==> src/rtl/conv_pkg.sv <==
// Shared types and activation helpers for the systolic conv datapath.
package conv_pkg;

  localparam int unsigned LANE_W        = 16;
  localparam int unsigned LANES         = 4;
  localparam int unsigned ROWS_PER_TILE = 4;

  typedef logic signed [LANE_W-1:0]       lane_t;
  typedef logic        [LANE_W*LANES-1:0] row_t;

  // Leaky-ReLU, slope 1/8; arithmetic shift rounds toward -inf.
  function automatic lane_t leaky(input lane_t x);
    return x[LANE_W-1] ? (x >>> 3) : x;
  endfunction

  function automatic row_t leaky_row(input row_t r);
    row_t y;
    y = '0;
    for (int unsigned i = 0; i < LANES; i++) begin
      y[i*LANE_W +: LANE_W] = leaky(lane_t'(r[i*LANE_W +: LANE_W]));
    end
    return y;
  endfunction

endpackage

==> src/rtl/sync_fifo.sv <==
// Single-clock FIFO; push while full is accepted only when a pop happens in the same cycle.
module sync_fifo #(
  parameter int unsigned WIDTH = 65,
  parameter int unsigned DEPTH = 8
) (
  input  logic                     clk,
  input  logic                     rst_n,
  input  logic                     push,
  input  logic [WIDTH-1:0]         wdata,
  input  logic                     pop,
  output logic [WIDTH-1:0]         rdata,
  output logic                     full,
  output logic                     empty,
  output logic [$clog2(DEPTH):0]   count
);

  localparam int unsigned AW = $clog2(DEPTH);

  logic [AW-1:0]    wr_ptr_q, wr_ptr_d;
  logic [AW-1:0]    rd_ptr_q, rd_ptr_d;
  logic [AW:0]      count_q, count_d;
  logic [WIDTH-1:0] mem_q [DEPTH];
  logic             do_push, do_pop;

  always_comb begin
    do_pop   = pop && (count_q != '0);
    do_push  = push && ((count_q != (AW+1)'(DEPTH)) || do_pop);
    wr_ptr_d = wr_ptr_q;
    rd_ptr_d = rd_ptr_q;
    count_d  = count_q;
    if (do_push) wr_ptr_d = wr_ptr_q + AW'(1);
    if (do_pop)  rd_ptr_d = rd_ptr_q + AW'(1);
    case ({do_push, do_pop})
      2'b10:   count_d = count_q + (AW+1)'(1);
      2'b01:   count_d = count_q - (AW+1)'(1);
      default: count_d = count_q;
    endcase
  end

  always_ff @(posedge clk or negedge rst_n) begin
    if (!rst_n) begin
      wr_ptr_q <= '0;
      rd_ptr_q <= '0;
      count_q  <= '0;
    end else begin
      wr_ptr_q <= wr_ptr_d;
      rd_ptr_q <= rd_ptr_d;
      count_q  <= count_d;
    end
  end

  always_ff @(posedge clk) begin
    if (do_push) mem_q[wr_ptr_q] <= wdata;
  end

  assign rdata = mem_q[rd_ptr_q];
  assign full  = (count_q == (AW+1)'(DEPTH));
  assign empty = (count_q == '0);
  assign count = count_q;

endmodule

==> src/rtl/conv_result_drain.sv <==
// Result-port drain: whole-tile admission, optional leaky-ReLU, valid/ready output.
// Leaky-ReLU is built in when CONV_DRAIN_LEAKY_EN is defined.
module conv_result_drain
  import conv_pkg::*;
#(
  parameter int unsigned DEPTH = 8,
  parameter int unsigned CNT_W = 16
) (
  input  logic             clk,
  input  logic             rst_n,
  input  logic [63:0]      i_Data,
  input  logic             i_Data_en,
  input  logic             i_clr_ovf,
  output logic [63:0]      m_tdata,
  output logic             m_tvalid,
  input  logic             m_tready,
  output logic             m_tlast,
  output logic             o_overflow,
  output logic [CNT_W-1:0] o_tile_cnt
);

  localparam int unsigned AW = $clog2(DEPTH);
  localparam int unsigned OW = AW + 2;

  logic [1:0]       rowidx_q, rowidx_d;
  logic             keep_q, keep_d;
  logic             stage_valid_q, stage_valid_d;
  row_t             stage_data_q, stage_data_d;
  logic             stage_last_q, stage_last_d;
  logic             ovf_q, ovf_d;
  logic [CNT_W-1:0] tile_cnt_q, tile_cnt_d;

  logic [AW:0]      fifo_count;
  logic             fifo_full, fifo_empty;
  logic [64:0]      fifo_rdata;
  logic [OW-1:0]    occ;
  logic             admit, keep_now, drop, pop;
  row_t             act_data;

`ifdef CONV_DRAIN_LEAKY_EN
  assign act_data = leaky_row(i_Data);
`else
  assign act_data = i_Data;
`endif

  always_comb begin
    rowidx_d      = rowidx_q;
    keep_d        = keep_q;
    stage_data_d  = stage_data_q;
    stage_last_d  = stage_last_q;
    tile_cnt_d    = tile_cnt_q;

    // The stage word still counts: it lands in the FIFO next cycle.
    occ      = {1'b0, fifo_count} + OW'(stage_valid_q);
    admit    = !fifo_full && ((occ + OW'(ROWS_PER_TILE)) <= OW'(DEPTH));
    keep_now = (rowidx_q == 2'd0) ? admit : keep_q;
    drop     = i_Data_en && (rowidx_q == 2'd0) && !admit;

    if (i_Data_en) begin
      rowidx_d = rowidx_q + 2'd1;
      if (rowidx_q == 2'd0) keep_d = admit;
    end

    stage_valid_d = i_Data_en && keep_now;
    if (i_Data_en && keep_now) begin
      stage_data_d = act_data;
      stage_last_d = (rowidx_q == 2'd3);
    end

    ovf_d = drop | (ovf_q & ~i_clr_ovf);

    pop = !fifo_empty && m_tready;
    if (pop && fifo_rdata[64]) tile_cnt_d = tile_cnt_q + CNT_W'(1);
  end

  always_ff @(posedge clk or negedge rst_n) begin
    if (!rst_n) begin
      rowidx_q      <= '0;
      keep_q        <= 1'b0;
      stage_valid_q <= 1'b0;
      stage_data_q  <= '0;
      stage_last_q  <= 1'b0;
      ovf_q         <= 1'b0;
      tile_cnt_q    <= '0;
    end else begin
      rowidx_q      <= rowidx_d;
      keep_q        <= keep_d;
      stage_valid_q <= stage_valid_d;
      stage_data_q  <= stage_data_d;
      stage_last_q  <= stage_last_d;
      ovf_q         <= ovf_d;
      tile_cnt_q    <= tile_cnt_d;
    end
  end

  sync_fifo #(
    .WIDTH (65),
    .DEPTH (DEPTH)
  ) u_fifo (
    .clk   (clk),
    .rst_n (rst_n),
    .push  (stage_valid_q),
    .wdata ({stage_last_q, stage_data_q}),
    .pop   (pop),
    .rdata (fifo_rdata),
    .full  (fifo_full),
    .empty (fifo_empty),
    .count (fifo_count)
  );

  // Head is masked when empty so the idle bus reads zero, never stale RAM.
  assign m_tvalid   = !fifo_empty;
  assign m_tdata    = fifo_empty ? '0 : fifo_rdata[63:0];
  assign m_tlast    = !fifo_empty && fifo_rdata[64];
  assign o_overflow = ovf_q;
  assign o_tile_cnt = tile_cnt_q;

endmodule

==> config.mk <==
export PLATFORM = sky130hd
export DESIGN_NAME = conv_result_drain
export DESIGN_NICKNAME = d
export VERILOG_FILES = /design/src/rtl/conv_pkg.sv /design/src/rtl/sync_fifo.sv /design/src/rtl/conv_result_drain.sv
export SDC_FILE = /design/constraint.sdc
export NUM_CORES = 1
export LEC_CHECK = 0
export BUFFER_PORTS_ARGS = -buffer_cell sky130_fd_sc_hd__buf_2
export CAP_MARGIN = 25
export CORE_UTILIZATION = 40
export CTS_CLUSTER_DIAMETER = 150
export DETAILED_ROUTE_END_ITERATION = 10
export PLACE_DENSITY = 0.71
export SETUP_SLACK_MARGIN = 0.02
export SYNTH_ARGS = -nofsm -noshare
export SYNTH_HDL_FRONTEND = slang
export SYNTH_SLANG_ARGS = --single-unit
==> constraint.sdc <==
create_clock -name clk -period 5.51 [get_ports clk]
set_input_delay 0.8265 -clock clk [delete_from_list [all_inputs] [get_ports clk]]
set_output_delay 0.8265 -clock clk [all_outputs]
set_load 0.05 [all_outputs]
After elaboration in Yosys (flattened, before gate mapping)
Memory sizes are Yosys's and may differ from the RTL's.
Cells that the tools add are included.
{"block": "classes", "bitwise_logic": 3, "n_eq_ne": 5, "n_addsub": 8, "mux": 5, "magnitude_cmp": 1, "reduce_logical": 17}
{"op": "$mux 64", "n": 1}
{"op": "$add 16x1->16 const B", "n": 1}
{"op": "$logic_and 1x1->1", "n": 9}
{"op": "$pmux 4 s2", "n": 1}
{"op": "$add 3x1->3 const B", "n": 2}
{"op": "$add 4x1->5", "n": 1}
{"op": "$add 5x3->5 const B", "n": 1}
{"op": "$le 5x4->1 const B", "n": 1}
{"op": "$add 4x1->4 const B", "n": 1}
{"op": "$eq 2x2->1 const B", "n": 2}
{"op": "$eq 4x4->1 const B", "n": 1}
{"op": "$logic_not 4->1", "n": 1}
{"op": "$ne 4x4->1 const B", "n": 1}
{"op": "$reduce_bool 4->1", "n": 1}
{"op": "$sub 4x1->4 const B", "n": 1}
{"op": "$logic_not 1->1", "n": 3}
{"op": "$mux 1", "n": 3}
{"op": "$add 2x1->2 const B", "n": 1}
{"op": "$eq 2x1->1 const B", "n": 1}
{"op": "$logic_not 2->1", "n": 1}
{"op": "$reduce_bool 2->1", "n": 1}
{"op": "$and 1x1->1", "n": 1}
{"op": "$logic_or 1x1->1", "n": 1}
{"op": "$not 1->1", "n": 1}
{"op": "$or 1x1->1", "n": 1}
{"block": "totals", "out_inout_bits": 83, "n_memories": 1, "inputBits": 69, "word_cells": 50, "ram_bits": 520, "register_bits": 96}
{"name": "u_fifo.mem_q", "words": 8, "word_bits": 65, "read_ports": 1, "rd_ports_with_merged_regs": 0, "write_ports": 1, "line_no": "sync_fifo.sv:22", "rtl": "logic [WIDTH-1:0] mem_q [DEPTH];"}

Depth between registers and ports, before layout
Gate-level depths: netlist (run 1).
{"block": "depth", "depth_word": 8, "depth_mapped": 10, "mapped_depth_nobuf": 9}

Cells and area by module
Synthesis (run 1) repeated with hierarchy kept, for this count alone.
{"block": "hier_totals", "cells_unflattened": 1370, "hier_area_um2": 25390.6}
{"module": "sync_fifo", "n_inst": 1, "cells_per_inst": 836, "seq_area_each_um2": 15865.2, "area_each_um2": 20225.6}
{"module": "conv_result_drain", "n_inst": 1, "cells_per_inst": 534, "seq_area_each_um2": 2152.1, "area_each_um2": 5165.0}

Worst setup path after synthesis (run 1)
Ideal clock, no wire load.
{"block": "synth_timing", "path_type": "in2reg", "from": "input m_tready", "to": "memory u_fifo.mem_q[1][0], enable pin", "required_ps": 4942, "setup_slack_ps": -832, "path_stages": 4, "setup_ps": 568, "path_buffers": 0, "arrival_ps": 5774, "cell_sequence": "nand2b_1 > o41ai_2 > or2_2 > nor3_1"}
{"block": "synth_via", "elab_chain_cells": 6}
{"item": "start, declared", "line_no": "conv_result_drain.sv:16", "rtl": "input logic m_tready,"}
{"item": "$logic_and 1x1->1", "line_no": "conv_result_drain.sv:72", "rtl": "pop = !fifo_empty && m_tready;"}
{"item": "$logic_and 1x1->1", "line_no": "sync_fifo.sv:26", "rtl": "do_pop = pop && (count_q != '0);"}
{"item": "$logic_or 1x1->1", "line_no": "sync_fifo.sv:27", "rtl": "do_push = push && ((count_q != (AW+1)'(DEPTH)) || do_pop);"}
{"item": "$logic_and 1x1->1", "line_no": "sync_fifo.sv:27"}
{"item": "$mux 1", "line_no": "sync_fifo.sv:53", "rtl": "if (do_push) mem_q[wr_ptr_q] <= wdata;"}
{"item": "$mux 1 (not written as such)", "line_no": "sync_fifo.sv:53"}
{"item": "end, declared", "line_no": "sync_fifo.sv:22"}
Every way passes these cells.

Final worst setup path (run 1)
{"block": "layout_timing", "from": "register u_fifo.rd_ptr_q[0]", "to": "output m_tdata[6]"}
{"block": "layout_via", "elab_chain_cells": 2}
{"item": "start, declared", "line_no": "sync_fifo.sv:20", "rtl": "logic [AW-1:0] rd_ptr_q, rd_ptr_d;"}
{"item": "start signal, assigned", "line_no": "sync_fifo.sv:47", "rtl": "rd_ptr_q <= rd_ptr_d;"}
{"item": "$mem_v2 8x65"}
{"item": "$mux 64", "line_no": "conv_result_drain.sv:113", "rtl": "assign m_tdata = fifo_empty ? '0 : fifo_rdata[63:0];"}
{"item": "end, declared", "line_no": "conv_result_drain.sv:14", "rtl": "output logic [63:0] m_tdata,"}
Every way passes these cells.

==> metrics.yaml, run 1 <==
ys.flop_type: "edfxtp_1"
crit_fanout: 68
crit_buf_inv: 2
globalplace.congestion: 0.733
setup_ws_ps: 1600
ctsHoldBuffers: 0
synth_area_leaders: "edfxtp_1, mux4_2, dfrtp_1, mux2i_1, mux2_4"
clock_path_buffers: 3
wl_per_cell_um: 23.3
htreeDepth: 3
synthAdderAreaFrac_pct: 0.522
initial_utilization_pct: 40.6
critPathTopFamily: "multiplexers"
syn2layout_area_growth_pct: 16.8
cts.clk_slew.worst_paths_ps: 60
cts_root_buf: "clkbuf_16"
synth_nets: 1205
fillers: 4796
yosys.cell_types.count: 45
worst-r2r-setup-slack_ps: 2260
synth_top_family_by_area: "multiplexers"
netlist_instances: 1126
multi_input_area_um2: 5670
post-route-period-util_pct: 71.0
final.setup.tns_ps: 0
post-route-min-period_ps: 3910
clock_latency_ps: 580
cp-start-kind: "flip-flop"
cts_sinks: 616
vias: 11300
slowest_stage: "dfrtp_4"
rows: 89
crit_required_ps: 4680
violations: "design-rule violations"
grt_max_degree: 69
rsz0062_at_grt: "no"
cp-end-kind: "primary output"
hold_class: "input pin to async pin"
max_cap_violations: 0
fmax_mhz: 256
vias_per_cell: 5.27
place.detailed.hpwl_um: 27500
synth_xor_area_share_pct: 0.949
antennaDiodeCount: 0
die_area_um2: 61000
slew_violations: 0
critical_path_class: "flip-flop to primary output"
critPathMaxStageDelay_ps: 690
yosysMostFrequentCell: "edfxtp_1"
crit_chain: "buf_12, mux4_2, mux2i_1, nor2_1, buf_2"
antenna_left: 0
peakVddDrop_mv: 0.352
drtIter0Drc: 819
cp-startpoint: "u_fifo.rd_ptr_q[0]"
cts_made_buffers: 66
dr.pass1.iters: 10
avgSynthCellArea_um2: 21.3
ys_seq_area_share_pct: 75.1
finalNetCount: 1398
dpl_worst_slack_ps: 2060
leakagePower_uw: 0.00986
ctsResizeCount: 0
critPathArrivalTime_ps: 3080
wl_um: 49900
yosys_warnings: 0
r2r_cells: 8
fin_worst_skew_ps: 14.2
grt_pass1_wl_um: 74900
overflow: 0
synth-seq-cells: 616
r2r-start: "u_fifo.count[0]"
io_buffers: 151
finalHoldViolCount: 0
drc: 18
netlist.area_leader.share_pct: 65.1
postSynth.asyncResetShare_pct: 15.6
synth_compound_area_share_pct: 0.595
die_x_um: 247
postCtsSetupBuffers: 0
groute.usage.overall_pct: 16.8
netlist_area_um2: 24000
synth_area_leader_cell: "edfxtp_1"
grt_pass1_vias: 12000
final-seq-area_um2: 18000
die_h_um: 247
drive_gt1_share_pct: 36.5
finalSetupViolCount: 0
cts_tree: "yes"
outcome: "finished with violations"
synth_mux_area_share_pct: 18.8
powerDensity_nw_per_um2: 632
antenna_found_initial: 2
synth_commonest_cells: "edfxtp_1, mux4_2, dfrtp_1, nor2_1, mux2i_1"
synth-edff-count: 520
synth_simple_gate_area_share_pct: 2.44
worstMarginPinSlew_ps: 1060
r2r-end: "stage_data_q[18]"
core_area_um2: 59100
relSlewSlack_pct: 29.6
ioPinCount: 152
## flip-flops by register name (all words and copies together) (netlist names)
| signal | flops |
|---|---|
| keep_q | 1 |
| o_overflow | 1 |
| o_tile_cnt | 16 |
| rowidx_q | 2 |
| stage_data_q | 64 |
| stage_last_q | 1 |
| stage_valid_q | 1 |
| u_fifo.count | 4 |
| u_fifo.mem_q | 520 |
| u_fifo.rd_ptr_q | 3 |
| u_fifo.wr_ptr_q | 3 |
## through the flow
step | instances | power [uW] | utilization, % | instance area, um^2 | hold WS [ps]
2_1_floorplan | 1126 | 11900 | - | 24000 | 469
3_3_place_gp | 2021 | 13300 | 43.6 | 25800 | 461
3_5_place_dp | 2023 | 13500 | 43.6 | 25800 | 462
4_1_cts | 2144 | 18000 | 47.4 | 28000 | 334
5_1_grt | 2145 | 18500 | 47.4 | 28000 | 342
6_report | 2145 | 17700 | 47.4 | 28000 | 310
## worst max-delay path by stage
stage          cells past startpoint  slack [ps]                 end
5_1_grt                            5        1320          m_tdata[6]
4_1_cts                            5        1410          m_tdata[6]
3_5_place_dp                       5        2060          m_tdata[6]
2_1_floorplan                      4         920  u_fifo.mem_q[7][0]
6_report                           5        1600          m_tdata[6]
3_3_place_gp                       5        2090          m_tdata[6]
## power breakdown
| part | internal, uW | leakage, uW | switching, uW |
|---|---|---|---|
| sequential | 6430 | 0.00586 | 976 |
| combinational | 2240 | 0.00294 | 3660 |
| clock | 2670 | 0.00106 | 1730 |
## metal layers
metal	GRT usage, %	routed length (um)	vias up
met3	3.49	2570	94
met5	0	23	-
met2	26.5	23900	303
met1	23.3	22200	5982
li1	-	-	4918
met4	5.14	1230	4
## area by class of cell
class	instances	share of cell area, %
Timing Repair Buffer	181	4.01
Tap cell	773	3.45
Clock buffer	92	6.83
Multi-Input combinational cell	445	20.2
Clock inverter	29	1.02
Sequential cell	616	64.3
Inverter	9	0.129
## cell families (layout without fill, tap and decap cells)
| logic type | after synthesis | count (layout) |
|---|---|---|
| AOI/OAI and AO/OA | 15 | 15 |
| xor gates and xnor gates | 26 | 26 |
| adders and majority gates | 10 | 10 |
| buffers and inverters | 65 | 311 |
| DFF | 616 | 616 |
| muxes | 264 | 264 |
| and+or+nand+nor | 130 | 130 |
## layout by cell type (no fill, tap or decap), types with 15 or more instances in the layout
| cell type | count |
|---|---|
| buf_2 | 150 |
| buf_4 | 21 |
| clkbuf_1 | 15 |
| clkbuf_16 | 71 |
| dfrtp_1 | 93 |
| edfxtp_1 | 520 |
| mux2_2 | 28 |
| mux2_4 | 40 |
| mux2i_1 | 64 |
| mux4_2 | 130 |
| nor2_1 | 70 |
| xor2_1 | 15 |
Note: power is estimated with default switching activity, not from simulation.
==> run 2: changes to the inputs <==
ABC_AREA = 1   (was unset)
PLACE_DENSITY = 0.68   (was 0.71)
clock period = 4.1 ns   (was 5.51 ns; I/O delays follow)
==> run 2 against run 1 <==
- the run now ends clean
- critical path depth rose by 3
- sequential cell count did not move
- worst hold slack got worse by 110 ps
- core utilization fell by 0.32 points
==> metrics.yaml, run 2 <==
synth_xor_area_share_pct: 0.566  # -0.38 points
synth_nets: 2153  # +79%
antenna_left: 0  # unchanged
fin_worst_skew_ps: 20.0  # +5.77 ps
wl_per_cell_um: 20.0  # -14%
final_common_cell: "edfxtp_1"
r2r-start: "u_fifo.count[0]"
synth-edff-count: 520  # unchanged
wl_um: 60800  # +22%
groute.usage.overall_pct: 19.5  # +2.7 points
vias: 16300  # +44%
finalHoldViolCount: 0  # unchanged
synth_compound_area_share_pct: 9.03  # +8.4 points
synth_top_family_by_area: "simple AND/OR/NAND/NOR gates"
yosys.cell_types.count: 29  # -36%
netlist.area_leader.share_pct: 63.1  # -2.0 points
postCtsSetupBuffers: 0  # unchanged
finalNetCount: 2284  # +63%
crit_required_ps: 3480  # -1200 ps
cts_made_buffers: 67  # +1.5%
critPathArrivalTime_ps: 3080  # about the same
clock_path_buffers: 3  # unchanged
grt_pass1_vias: 16400  # +36%
final.setup.tns_ps: 0  # unchanged
place.detailed.hpwl_um: 32600  # +19%
post-route-period-util_pct: 90.2
antennaDiodeCount: 0  # unchanged
setup_ws_ps: 402  # -1200 ps
synth_simple_gate_area_share_pct: 13.9  # +11 points
ys.flop_type: "edfxtp_1"
use_met1_pct: 25.4  # +2.1 points
htreeDepth: 3  # unchanged
peakVddDrop_mv: 0.629  # +79%
drtIter0Drc: 1438  # +76%
hold_start: "i_clr_ovf"
avgSynthCellArea_um2: 11.9  # -44%
post-route-util_pct: 47.1  # -0.32 points
grt.busiest_layer: "met2"
synth_commonest_cells: "edfxtp_1, nor2_1, nand2_1, o21ai_0, dfrtp_1"
initial_utilization_pct: 40.8  # +0.19 points
max_cap_violations: 0  # unchanged
synth_area_leaders: "edfxtp_1, dfrtp_1, nor2_1, o21ai_0, nand2_1"
relSlewSlack_pct: 33.4  # +3.9 points
ctsHoldBuffers: 0  # unchanged
holdWs_ps: 197  # -113 ps
drive_gt1_share_pct: 13.8  # -23 points
grt_max_degree: 116  # +68%
die_area_um2: 62900  # +3.1%
synth-seq-cells: 616  # unchanged
largest_register_ffs: 520  # unchanged
postPlaceCellArea_um2: 26300  # +1.9%
powerDensity_nw_per_um2: 887  # +40%
die_h_um: 251  # +1.5%
postSynth.asyncResetShare_pct: 15.6  # unchanged
worstMarginPinSlew_ps: 998  # -57.8 ps
globalplace.congestion: 0.832  # +13%
dr.pass1.iters: 5  # -5
overflow: 0  # unchanged
drc: 0  # -18
post-route-min-period_ps: 3700
ctsResizeCount: 0  # unchanged
cp-start-kind: "flip-flop"
outcome: "finished, final reports clean"
final_cell_mix: "edfxtp_1, nor2_1, nand2_1"
yosys_warnings: 0  # unchanged
netlist_instances: 2074  # +84%
crit_fanout: 58  # -15%
hold_class: "input pin to flip-flop"
ioPinCount: 152  # unchanged
slew_violations: 0  # unchanged
netlist_area_um2: 24700  # +3.1%
cts_tree: "yes"
synth_area_leader_cell: "edfxtp_1"
critical_path_class: "flip-flop to primary output"
cp-startpoint: "u_fifo.rd_ptr_q[0]"
antenna_found_initial: 0  # -2
synthAdderAreaFrac_pct: 0.506  # -0.016 points
io_buffers: 151  # unchanged
fin_area_um2: 28600  # +2.0%
rsz0062_at_grt: "no"
finalSetupViolCount: 0  # unchanged
core_area_um2: 60700  # +2.6%
cp-end-kind: "primary output"
die_x_um: 251  # +1.5%
use_met2_pct: 32.7  # +6.2 points
cts_root_buf: "clkbuf_16"
vias_per_cell: 5.37  # +1.9%
rows: 90  # +1.1%
fillers: 5289  # +10%
clock_latency_ps: 610  # +30 ps
leakagePower_uw: 0.0107  # +8.2%
dpl_worst_slack_ps: 1070  # -987 ps
grt_pass1_wl_um: 94000  # +25%
yosysMostFrequentCell: "edfxtp_1"
regMostFlops: "u_fifo.mem_q"
gr-usage-met3_pct: 3.63  # +0.13 points
ys_seq_area_share_pct: 72.8  # -2.3 points
synth_mux_area_share_pct: 0  # -19 points
syn2layout_area_growth_pct: 15.5
cts.clk_slew.worst_paths_ps: 60  # about the same
fmax_mhz: 270
cts_sinks: 616  # unchanged
-- run 2: cell type report --
cell class / instances / area (um^2) / area share (%)
Sequential cell: 616 / 18000 / 63.1
Tap cell: 782 / 978 / 3.42
Timing Repair Buffer: 192 / 1210 / 4.23
Clock inverter: 29 / 384 / 1.34
Multi-Input combinational cell: 1293 / 6020 / 21.0
Clock buffer: 93 / 1830 / 6.39
Inverter: 35 / 139 / 0.486
-- run 2: logic make-up after synthesis --
group,after synthesis
xor gates and xnor gates,16
DFF,616
AOI/OAI and AO/OA,397
adders and majority gates,10
and+or+nand+nor,870
buffers and inverters,165
-- run 2: report_power, final --
group / switching, uW / internal [uW] / total (uW)
combinational: 7300 / 2340 / 9640
clock: 2450 / 3540 / 5990
sequential: 1120 / 8600 / 9730
total: 10900 / 14500 / 25400
-- run 2: stage by stage --
stage / std cells / total power (uW)
after floorplan: 2074 / 16600
after global placement: 2915 / 19200
after detailed placement: 2915 / 19500
after CTS: 3037 / 25500
after global routing: 3040 / 26800
final: 3040 / 25400
-- run 2: per-layer routing --
metal  routed length [um]  share of wire (%)  up-vias
met3                 3900                6.4      110
met4                 1530                2.5        0
met2                29600                 49      545
met5                    0                  0        -
li1                     -                  -     7580
met1                25800                 42     8083
-- run 2: path summary, 6_finish.rpt --
| kind | to | slack (ps) | cells past startpoint |
|---|---|---|---|
| setup / recovery | m_tdata[23] | 400 | 8 |
| hold / removal | o_overflow | 200 | 2 |
| hold reg to reg | keep_q | 490 | 2 |
| setup reg to reg | u_fifo.count[2] | 1100 | 11 |
| min in group asynchronous | o_tile_cnt[9] | 380 | 2 |
| max in group asynchronous | u_fifo.rd_ptr_q[2] | 3130 | 3 |
-- run 2: worst max-delay path, cell delays in order, from the launching register on --
cell	delay, ps
dfrtp_4	800
buf_4	590
nor2_1	100
nor2_1	120
o21ai_0	120
o211ai_1	110
nand2_1	80
nor2_1	220
buf_2	320
